==> src/rtl/brentkung_operand_stage.sv <==
// Handshake wrapper around an external combinational Brent-Kung adder:
// 2-entry operand FIFO feeding the adder bus, registered result, carry-event counter.
module brentkung_operand_stage #(
  parameter int WIDTH = 12,
  parameter int CNT_W = 8
) (
  input  logic               clk,
  input  logic               rst_n,
  input  logic               in_valid,
  output logic               in_ready,
  input  logic [WIDTH-1:0]   in_a,
  input  logic [WIDTH-1:0]   in_b,
  output logic [2*WIDTH-1:0] adder_in,
  input  logic [WIDTH:0]     adder_out,
  output logic               res_valid,
  input  logic               res_ready,
  output logic [WIDTH:0]     res_data,
  output logic [CNT_W-1:0]   carry_cnt,
  input  logic               cnt_clr
);

  // Adder bus convention: bit 2i carries A[i], bit 2i+1 carries B[i].
  function automatic logic [2*WIDTH-1:0] interleave(input logic [WIDTH-1:0] a,
                                                    input logic [WIDTH-1:0] b);
    logic [2*WIDTH-1:0] v;
    v = '0;
    for (int i = 0; i < WIDTH; i++) begin
      v[2*i]   = a[i];
      v[2*i+1] = b[i];
    end
    return v;
  endfunction

  logic [WIDTH-1:0] fifo_a_q [2];
  logic [WIDTH-1:0] fifo_b_q [2];
  logic             rd_ptr_q, rd_ptr_d;
  logic             wr_ptr_q, wr_ptr_d;
  logic [1:0]       count_q, count_d;
  logic             res_valid_q, res_valid_d;
  logic [WIDTH:0]   res_data_q, res_data_d;
  logic [CNT_W-1:0] carry_cnt_q, carry_cnt_d;
  logic             push, pop, carry_cap;

  assign in_ready  = (count_q < 2'd2);
  assign push      = in_valid & in_ready;
  assign pop       = (count_q != 2'd0) & (~res_valid_q | res_ready);
  assign carry_cap = pop & adder_out[WIDTH];

  assign adder_in  = (count_q != 2'd0) ? interleave(fifo_a_q[rd_ptr_q], fifo_b_q[rd_ptr_q])
                                       : '0;
  assign res_valid = res_valid_q;
  assign res_data  = res_data_q;
  assign carry_cnt = carry_cnt_q;

  always_comb begin
    rd_ptr_d    = rd_ptr_q;
    wr_ptr_d    = wr_ptr_q;
    count_d     = count_q;
    res_valid_d = res_valid_q;
    res_data_d  = res_data_q;
    carry_cnt_d = carry_cnt_q;

    if (push) wr_ptr_d = ~wr_ptr_q;
    if (pop)  rd_ptr_d = ~rd_ptr_q;
    case ({push, pop})
      2'b10:   count_d = count_q + 2'd1;
      2'b01:   count_d = count_q - 2'd1;
      default: count_d = count_q;
    endcase

    if (pop) begin
      res_data_d  = adder_out;
      res_valid_d = 1'b1;
    end else if (res_valid_q && res_ready) begin
      res_valid_d = 1'b0;
    end

    // A clear coinciding with a carry capture still records that capture.
    if (cnt_clr)
      carry_cnt_d = carry_cap ? CNT_W'(1) : '0;
    else if (carry_cap && (carry_cnt_q != {CNT_W{1'b1}}))
      carry_cnt_d = carry_cnt_q + CNT_W'(1);
  end

  always_ff @(posedge clk or negedge rst_n) begin
    if (!rst_n) begin
      rd_ptr_q    <= 1'b0;
      wr_ptr_q    <= 1'b0;
      count_q     <= 2'd0;
      res_valid_q <= 1'b0;
      res_data_q  <= '0;
      carry_cnt_q <= '0;
    end else begin
      rd_ptr_q    <= rd_ptr_d;
      wr_ptr_q    <= wr_ptr_d;
      count_q     <= count_d;
      res_valid_q <= res_valid_d;
      res_data_q  <= res_data_d;
      carry_cnt_q <= carry_cnt_d;
    end
  end

  // Operand storage is qualified by count_q, so it needs no reset.
  always_ff @(posedge clk) begin
    if (push) begin
      fifo_a_q[wr_ptr_q] <= in_a;
      fifo_b_q[wr_ptr_q] <= in_b;
    end
  end

endmodule

==> config.mk <==
export PLATFORM = sky130hd
export DESIGN_NAME = brentkung_operand_stage
export DESIGN_NICKNAME = d
export VERILOG_FILES = /design/src/rtl/brentkung_operand_stage.sv
export SDC_FILE = /design/constraint.sdc
export NUM_CORES = 1
export LEC_CHECK = 0
export ABC_AREA = 1
export CAP_MARGIN = 5
export CORE_MARGIN = 8
export CORE_UTILIZATION = 42
export CTS_CLUSTER_SIZE = 28
export DETAILED_ROUTE_END_ITERATION = 8
export PLACE_DENSITY = 0.74
export SYNTH_ARGS = -nofsm -noshare
export SYNTH_HDL_FRONTEND = slang
export SYNTH_SLANG_ARGS = --single-unit
==> constraint.sdc <==
create_clock -name clk -period 2 [get_ports clk]
set_input_delay 0.4 -clock clk [delete_from_list [all_inputs] [get_ports clk]]
set_output_delay 0.4 -clock clk [all_outputs]
set_load 0.02 [all_outputs]
==> summary.md, run 1 <==
- 14.8% — share of layout cells above drive strength 1
- 0 ps — final total negative setup slack
- 101 microns — die width
- 1.84 nW — cell leakage power
- 3 — level count of the clock H-tree
- 20.6% — simple-gate area share of the yosys netlist
- 27 — largest net degree at the start of global routing
- 4 — first-pass iteration count of the detailed router
- 3060 sq um — area of the mapped netlist
- 0 — Yosys warning count
- 5.00 mm — Final HPWL DP
- simple AND/OR/NAND/NOR gates — dominant combinational cell family by area after synthesis
- 101 microns — die boundary height
- 431 — Layout Nets
- 2290 — number of global-route vias before repair
- 80 ps — Clock transition at path regs
- nand2_1, clkdlybuf4s50_1, edfxtp_1 — most frequent cells in the layout
- 0 — global-route congestion overflow total
- 74 — number of sinks driven by the clock tree
- 491 — non-filler cells in the finished layout
- 68.5% — post-synthesis sequential area ratio
- output port — Critical Path Sink Type
- 0.904 — GP Congestion
- 0.000759 V — IR drop worst, VDD
- 0 — # diodes
- 5.08% — Synth Area in Compound Gates
- 96.4% — part of the cycle the worst path needs
- 10300 sq um — floorplan die area
- 519 MHz — Max Clk Rate
- 639 — number of fillers in the final layout
- 0 — count of max-cap constraint violations
- 0 — Detail Route Antenna Nets
- 1.43% — XOR/XNOR Fraction of Synth Area
- 41.0% — synth-to-layout area growth
- 0 — number of antenna violations at the first check in global routing
- 31 — number of placement rows
- 21 — crit-path max FO
- 74 — number of register bits inferred by synthesis
- 89 — ports placed on the boundary
- 0 — final setup violation count
- 475 — cell count after placement
- 1930 ps — final critical-path required period
- 14.4 microns — Wirelength per Cell
- 11.9 ps — Final Skew
- 2090 sq um — area of all sequential standard cells
- 2268 — via count
- 286 — cells after synthesis
- completed — status
- 870 sq um — Multi-input gate area
- 0% — portion of netlist area occupied by mux cells
- 71.9% — worst rel slew slack
- 42.8% — initial cell density of the core
- nand2_1 — commonest non-fill, non-tap cell in the layout
- 88 — number of I/O port buffers
- 14.5% — global routing usage summed across all routing layers
- 0 — hold buffer count at CTS
- 6.27 mW — overall power after layout
- 11.4 mm — global-route wire length before repair
- 0 — drc violations
- 1600 ps — Required @ worst endpoint
- 2 — CTS Buffer Depth
- flop — kind of start point of the critical path
- in -> async — HP Class
- 420 ps — pin slew with the least headroom to its limit
- built — clock tree from TritonCTS
- 8 — Worst R2R Path Depth
- 7.07 mm — total detailed-routing wirelength
- 0 — hold violation total from the final report
- 9 — total CTS buffers
- 340 ps — source-to-sink clock delay at the later pin of the worst-skew pair
- no — unrepaired setup endpoints after global routing
- 1450 nW/um^2 — power density over the cells
- 10.7 sq um — Avg Synthesized Cell Area
- clkbuf_8 — CTS root buf
- 1530 ps — arrival time of data at the critical path endpoint
- 0 — Slew Limit Fails
- reg -> out — Crit Path Category
- 46 — 1st-iter DRT viols
- 24 — count of cell types in the netlist
- 7140 sq um — placeable core region
- 330 — Post-Synthesis Net Count
- 0.819% — adder-cell area share of the yosys netlist
- 4.62 — mean number of vias per cell
[final cells by class]
cell class,instances,share of cell area [%]
flip-flops and latches,74,48.6
repair buffers,100,21.6
multi-input cells,187,20.2
clock buffers,11,3.05
well taps,99,2.87
clock inverters,5,2.38
inverters,15,1.31
[worst paths after layout]
kind | start | to | slack (ps)
max | rd_ptr_q | adder_in[2] | 70
min | rst_n | rd_ptr_q | 430
max reg2reg | count_q[1] | count_q[1] | 450
min reg2reg | res_data[9] | res_data[9] | 480
max in group asynchronous | rst_n | count_q[0] | 1290
min in group clk | res_data[9] | res_data[9] | 480
[flip-flops by register name, summed over array words and instances (netlist names)]
register and cells:
fifo_b_q 24, carry_cnt 8, res_valid 1, rd_ptr_q 1, fifo_a_q 24, wr_ptr_q 1
count_q 2, res_data 13
[cells in the mapped netlist (all sizes together)]
library cell / instances / area share, %
nand2: 119 / 16
edfxtp: 48 / 47
a21oi: 27 / 4.4
dfrtp: 26 / 21
nor2: 15 / 2.5
inv: 14 / 1.7
nand3: 13 / 2.1
buf: 8 / 1.4
o21ai: 4 / 0.65
xor2: 3 / 0.86
clkbuf: 2 / 0.37
ha: 2 / 0.82
xnor2: 2 / 0.57
clkinv: 1 / 0.12
nand3b: 1 / 0.25
nor3: 1 / 0.16
[routing by layer]
layer / up-vias / global-route usage (%) / part of all wire (%)
met1: 1038 / 17.8 / 46
met2: 76 / 22.2 / 45
met4: 0 / 6.19 / 0.98
li1: 1147 / - / -
met5: - / 0 / 0
met3: 7 / 5.70 / 7.8
[kinds of logic after synthesis]
family,count (synthesis)
fa+ha+maj,2
compound gates,31
buf+inv,25
xor+xnor,5
simple gates,149
flops,74
[report_power, final]
group          switching (mW)  internal, mW
logic                    1.65          1.07
clock network           0.519         0.828
registers               0.175          2.03
[critical path, cell delays in order, from the launching register on]
cell and delay (ps):
dfrtp_1 410, clkinv_1 100, buf_12 160, nand2_1 70, a21oi_1 110, dlygate4sd2_1 340
[through the flow]
stage,hold WS (ps),area (sq um),worst slack [ps],util [%]
global placement,461,4150,74.3,58.2
finish,431,4310,72.7,60.4
detailed placement,462,4150,75.9,58.2
CTS,427,4370,2.41,61.2
global route,449,4310,0.276,60.4
floorplan,104,3060,-192,-
[what timing repair did]
item,4_1_cts,5_1_grt
hold endpoints to repair,0,0
buffers inserted,0,0
setup endpoints to repair,24,24
resized for setup,32,38
(Power assumes the default switching activity.)
==> run 2, diff against run 1 <==
SETUP_SLACK_MARGIN = 0.02   (was unset)
==> run 2 against run 1 <==
Worst setup slack improved by 20 ps. Sequential share of layout area rose by 0.056 points. Utilization fell by 0.070 points. Design area fell by 0.12%. Maximum frequency rose by 1.1%. Clock skew did not move. Cell count did not move. Die area did not move. Wire length barely moved. Combinational power barely moved. Register-to-register slack barely moved.
==> summary.md, run 2 (same netlist as run 1, synthesis figures left out) <==
- 8 — Worst R2R Path Depth
- 15.3% — share of layout cells above drive strength 1
- 71.9% — worst rel slew slack
- 21 — crit-path max FO
- 1910 ps — final critical-path required period
- built — clock tree from TritonCTS
- 40.9% — synth-to-layout area growth
- 475 — cell count after placement
- 36 — number of gates given a new drive strength after cts
- 11.9 ps — Final Skew
- 524 MHz — Max Clk Rate
- nand2_1 — commonest non-fill, non-tap cell in the layout
- 0.904 — GP Congestion
- 10300 sq um — floorplan die area
- 3 — level count of the clock H-tree
- 4.62 — mean number of vias per cell
- 92.9 ps — worst path setup slack after routing
- 1510 ps — arrival time of data at the critical path endpoint
- 14.5% — global routing usage summed across all routing layers
- 3.92 mW — Cell Int Power
- 1600 ps — Required @ worst endpoint
- 2267 — via count
- 21.5% — clock network power share
- 4 — first-pass iteration count of the detailed router
- 639 — number of fillers in the final layout
- 0 — Detail Route Antenna Nets
- 1.83 nW — cell leakage power
- 340 ps — source-to-sink clock delay at the later pin of the worst-skew pair
- 5.00 mm — Final HPWL DP
- 17.8% — met1 Usage GRT
- 75.9 ps — Worst Setup Slack post-DPL
- count_q[1] — critical register-to-register path endpoint
- 1460 nW/um^2 — power density over the cells
- 0 — Slew Limit Fails
- 7140 sq um — placeable core region
- 431 — Layout Nets
- 31 — number of placement rows
- 420 ps — pin slew with the least headroom to its limit
- 0 — hold buffer count at CTS
- 101 microns — die width
- 43.4% — portion of total power attributed to combinational logic
- met2 — most used routing layer in global routing
- no — unrepaired setup endpoints after global routing
- 27 — largest net degree at the start of global routing
- count_q[1] — Critical R2R Launch
- 95.4% — part of the cycle the worst path needs
- 0 — # diodes
- 491 — non-filler cells in the finished layout
- 22.2% — met2 Resource Use GR
- in -> async — HP Class
- 2290 — number of global-route vias before repair
- 6.27 mW — overall power after layout
- 60.3% — share of the core filled with cells in the final layout
- 89 — ports placed on the boundary
- 2.35 mW — P_sw
- 0 — count of max-cap constraint violations
- 0.000759 V — IR drop worst, VDD
- 80 ps — Clock transition at path regs
- 0 — global-route congestion overflow total
- flop — kind of start point of the critical path
- 7.07 mm — total detailed-routing wirelength
- 101 microns — die boundary height
- 35.1% — portion of total power attributed to sequential cells
- nand2_1, clkdlybuf4s50_1, edfxtp_1 — most frequent cells in the layout
- reg -> out — Crit Path Category
- 42.8% — initial cell density of the core
- 450 ps — reg-to-reg slack, setup
- 0 — drc violations
- 0 ps — final total negative setup slack
- 2 — CTS Buffer Depth
- 46 — 1st-iter DRT viols
- clkbuf_8 — CTS root buf
- 11.4 mm — global-route wire length before repair
- 0 — hold violation total from the final report
- completed — status
- 9 — total CTS buffers
- 74 — number of sinks driven by the clock tree
- 14.4 microns — Wirelength per Cell
- 0 — final setup violation count
- 5.70% — grt met3 use
- 37.4% — switching share of power
- 88 — number of I/O port buffers
- 0 — number of antenna violations at the first check in global routing
- output port — Critical Path Sink Type
- 0 — total setup buffers inserted after CTS
[run 2: metrics by stage]
step	hold slack [ps]	instance area, sq um
after floorplan	104	3060
after global placement	461	4150
after detailed placement	462	4150
after CTS	427	4380
after global routing	449	4300
final	431	4300
[run 2: cell type report]
class                   count  area [sq um]  area share [%]
flip-flops and latches     74          2090            48.6
inverters                  15          56.3            1.31
well taps                  99           124            2.88
clock buffers              11           131            3.05
clock inverters             5           103            2.38
multi-input cells         187           870            20.2
repair buffers            100           927            21.5
[run 2: critical path: stages (launching register included)]
cell	delay, ps
dfrtp_1	410
clkinv_1	100
buf_12	160
nand2_1	70
a21oi_1	120
clkdlybuf4s15_1	310
[run 2: power by group through the flow]
| stage | Combinational (mW) | Sequential (mW) | Clock [mW] |
|---|---|---|---|
| finish | 2.72 | 2.20 | 1.35 |
| global route | 2.99 | 2.24 | 1.44 |
| global placement | 2.98 | 2.20 | 0 |
| floorplan | 1.37 | 2.38 | 0 |
| detailed placement | 3.01 | 2.22 | 0 |
| CTS | 2.84 | 2.19 | 1.38 |
[run 2: worst max-delay path by stage]
stage	start	end	slack [ps]	cells after the start
floorplan	count_q[1]	fifo_a_q[0][0]	-190	3
global placement	rd_ptr_q	adder_in[17]	70	4
detailed placement	rd_ptr_q	adder_in[6]	80	4
CTS	count_q[0]	adder_in[18]	20	4
global route	rd_ptr_q	adder_in[5]	20	5
finish	rd_ptr_q	adder_in[2]	90	5
[run 2: metal layers]
layer / routed length (microns) / vias to the layer above
met5: 0 / -
met4: 69 / 0
met3: 551 / 7
met2: 3210 / 76
met1: 3240 / 1037
li1: - / 1147
==> run 3, diff against run 2 <==
ABC_AREA = unset   (was 1)
CTS_CLUSTER_SIZE = 8   (was 28)
SLEW_MARGIN = 10   (was unset)
==> run 3 against run 2 <==
Flip-flop and latch count unchanged. Wire length down 9.4%. Highest routed layer unchanged. Critical path depth down 1. Design area down 0.70%. Synthesized cell count down 29%. Clock power down 18%. Largest power group unchanged.
==> summary.md, run 3 <==
- completed — status
- 1500 ps — arrival time of data at the critical path endpoint
- 204 — cells after synthesis
- 6 — first-pass iteration count of the detailed router
- 89 — ports placed on the boundary
- clkbuf_8 — CTS root buf
- 69.7% — post-synthesis sequential area ratio
- 0 — final setup violation count
- 48.0% — area share of the largest cell type after synthesis
- 36.5% — portion of total power attributed to sequential cells
- 2.21 mW — P_sw
- 0 — global-route congestion overflow total
- 31 — number of placement rows
- 13.1% — global routing usage summed across all routing layers
- 0 ps — final total negative setup slack
- 10.1 mm — global-route wire length before repair
- edfxtp_1, nor2_1, dfrtp_1, mux2i_1, mux2_2 — top cells by instance count after synthesis
- clkdlybuf4s50_1, edfxtp_1, nor2_1 — most frequent cells in the layout
- edfxtp_1 — cell with the most instances after synthesis
- in -> async — HP Class
- 576 — number of fillers in the final layout
- 74 — number of sinks driven by the clock tree
- yes — unrepaired setup endpoints after global routing
- 525 MHz — Max Clk Rate
- 0 — number of antenna violations at the first check in global routing
- 1931 — via count
- 248 — Post-Synthesis Net Count
- 9 — total CTS buffers
- 0 — Yosys warning count
- flop — kind of start point of the critical path
- 0 — hold buffer count at CTS
- edfxtp_1, dfrtp_1, mux2i_1, mux2_2, nor2_1 — ranking of synthesized cells by area
- 0.788 — GP Congestion
- 95.2% — part of the cycle the worst path needs
- 27 — largest net degree at the start of global routing
- 4.69 — mean number of vias per cell
- dfrtp_2 — CP max-delay cell
- clkdlybuf4s50_1 — commonest non-fill, non-tap cell in the layout
- edfxtp_1 — Yosys top cell by area
- 1.69 nW — cell leakage power
- 8.35 ps — Final Skew
- 3 — level count of the clock H-tree
- 0 — drc violations
- 0 — # diodes
- 20.1% — share of layout cells above drive strength 1
- 14.7 sq um — Avg Synthesized Cell Area
- 440 ps — delay of the slowest critical-path stage
- 7100 sq um — placeable core region
- 1600 ps — Required @ worst endpoint
- 101 microns — die boundary height
- 0 — Detail Route Antenna Nets
- 392 — cell count after placement
- 36.2% — switching share of power
- 42.5% — synth-to-layout area growth
- 0.000726 V — IR drop worst, VDD
- 3000 sq um — area of the mapped netlist
- 352 — Layout Nets
- 0 — count of max-cap constraint violations
- 35.1% — share of async-settable or async-resettable flops after synthesis
- 48 — EDFF count, synth
- 0 — hold violation total from the final report
- 6.41 mm — total detailed-routing wirelength
- 12 — crit-path max FO
- 1900 ps — final critical-path required period
- 36 — count of cell types in the netlist
- edfxtp_1 — top flip-flop cell by instance count after synthesis
- 80 ps — Clock transition at path regs
- 42.3% — initial cell density of the core
- 3.90 mW — Cell Int Power
- 15.5 microns — Wirelength per Cell
- 2030 — number of global-route vias before repair
- output port — Critical Path Sink Type
- 101 microns — die width
- 0 — Slew Limit Fails
- 383 ps — pin slew with the least headroom to its limit
- 74 — number of register bits inferred by synthesis
- 46 — 1st-iter DRT viols
- 10100 sq um — floorplan die area
- 18.1% — clock network power share
- 2 — CTS Buffer Depth
- 412 — non-filler cells in the finished layout
- 4.42 mm — Final HPWL DP
- 88 — number of I/O port buffers
- clkbuf_16 > mux2i_1 > nor2_1 > dlygate4sd2_1 — cell breakdown of the critical path
- reg -> out — Crit Path Category
- built — clock tree from TritonCTS
- 74.4% — worst rel slew slack
- 45.4% — portion of total power attributed to combinational logic
- 1430 nW/um^2 — power density over the cells
- 330 ps — source-to-sink clock delay at the later pin of the worst-skew pair
## run 3: cell types whose count changed after synthesis, sizes merged, moves of 11 or more
cell	before	now
nand2	119	6
mux2i	0	25
a21oi	27	4
nor2	15	33
mux2	0	13
inv	14	3
## run 3: path summary, 6_finish.rpt
check,from,end,slack (ps),depth (start not counted)
setup / recovery,rd_ptr_q,adder_in[6],100,4
hold / removal,rst_n,carry_cnt[1],420,2
setup reg to reg,carry_cnt[0],carry_cnt[7],320,5
hold reg to reg,res_data[3],res_data[3],510,1
max in group asynchronous,rst_n,rd_ptr_q,1300,2
min in group clk,res_data[3],res_data[3],510,1
## run 3: layout make-up
class                           instances  area [sq um]  area share [%]
Timing Repair Buffer                  101           986            23.1
Inverter                                3          11.3           0.263
Tap cell                               99           124            2.90
Multi-Input combinational cell        119           863            20.2
Clock buffer                           11           163            3.81
Clock inverter                          5          33.8           0.790
Sequential cell                        74          2090            49.0
## run 3: what timing repair did
| action | CTS | global route |
|---|---|---|
| gates cloned | 0 | 1 |
| setup endpoints to repair | 24 | 24 |
| resized for setup | 24 | 31 |
| setup buffers | 0 | 3 |
## run 3: through the flow
stage / worst slack (ps) / hold WS, ps / area (sq um) / util [%] / power [mW]
after global routing: 8.63 / 462 / 4270 / 60.2 / 6.48
after detailed placement: 35.3 / 495 / 4090 / 57.6 / 5.20
final: 96.1 / 423 / 4270 / 60.2 / 6.11
after global placement: 74.8 / 497 / 4090 / 57.6 / 5.15
after floorplan: 225 / 104 / 3000 / - / 3.80
after CTS: 41.0 / 424 / 4260 / 60.0 / 6.11
## run 3: power by group through the flow
stage	Clock (mW)	Combinational [mW]	Sequential, mW
after floorplan	0	1.39	2.41
after detailed placement	0	2.94	2.25
after global routing	1.22	2.99	2.28
after global placement	0	2.90	2.25
final	1.11	2.77	2.23
after CTS	1.14	2.74	2.23
## run 3: metal layers
| layer | wire, microns | global-route usage, % | up-vias |
|---|---|---|---|
| li1 | - | - | 949 |
| met1 | 2770 | 15.5 | 925 |
| met2 | 3250 | 21.3 | 50 |
| met3 | 298 | 3.87 | 7 |
| met4 | 90 | 6.28 | 0 |
| met5 | 0 | 0 | - |
## run 3: worst max-delay path, delay by kind of cell, from the launching register on
| kind | cells | cell delay (ps) |
|---|---|---|
| muxes | 1 | 130 |
| DFF | 1 | 440 |
| buffers and inverters | 2 | 520 |
| and+or+nand+nor | 1 | 80 |
## run 3: logic make-up after synthesis
family          count (synthesis)  synth area share (%)
compound gates                 12                  2.63
xor+xnor                        5                  1.46
fa+ha+maj                       2                 0.834
buf+inv                        11                  1.67
flops                          74                  69.7
mux                            38                  13.2
simple gates                   62                  10.5
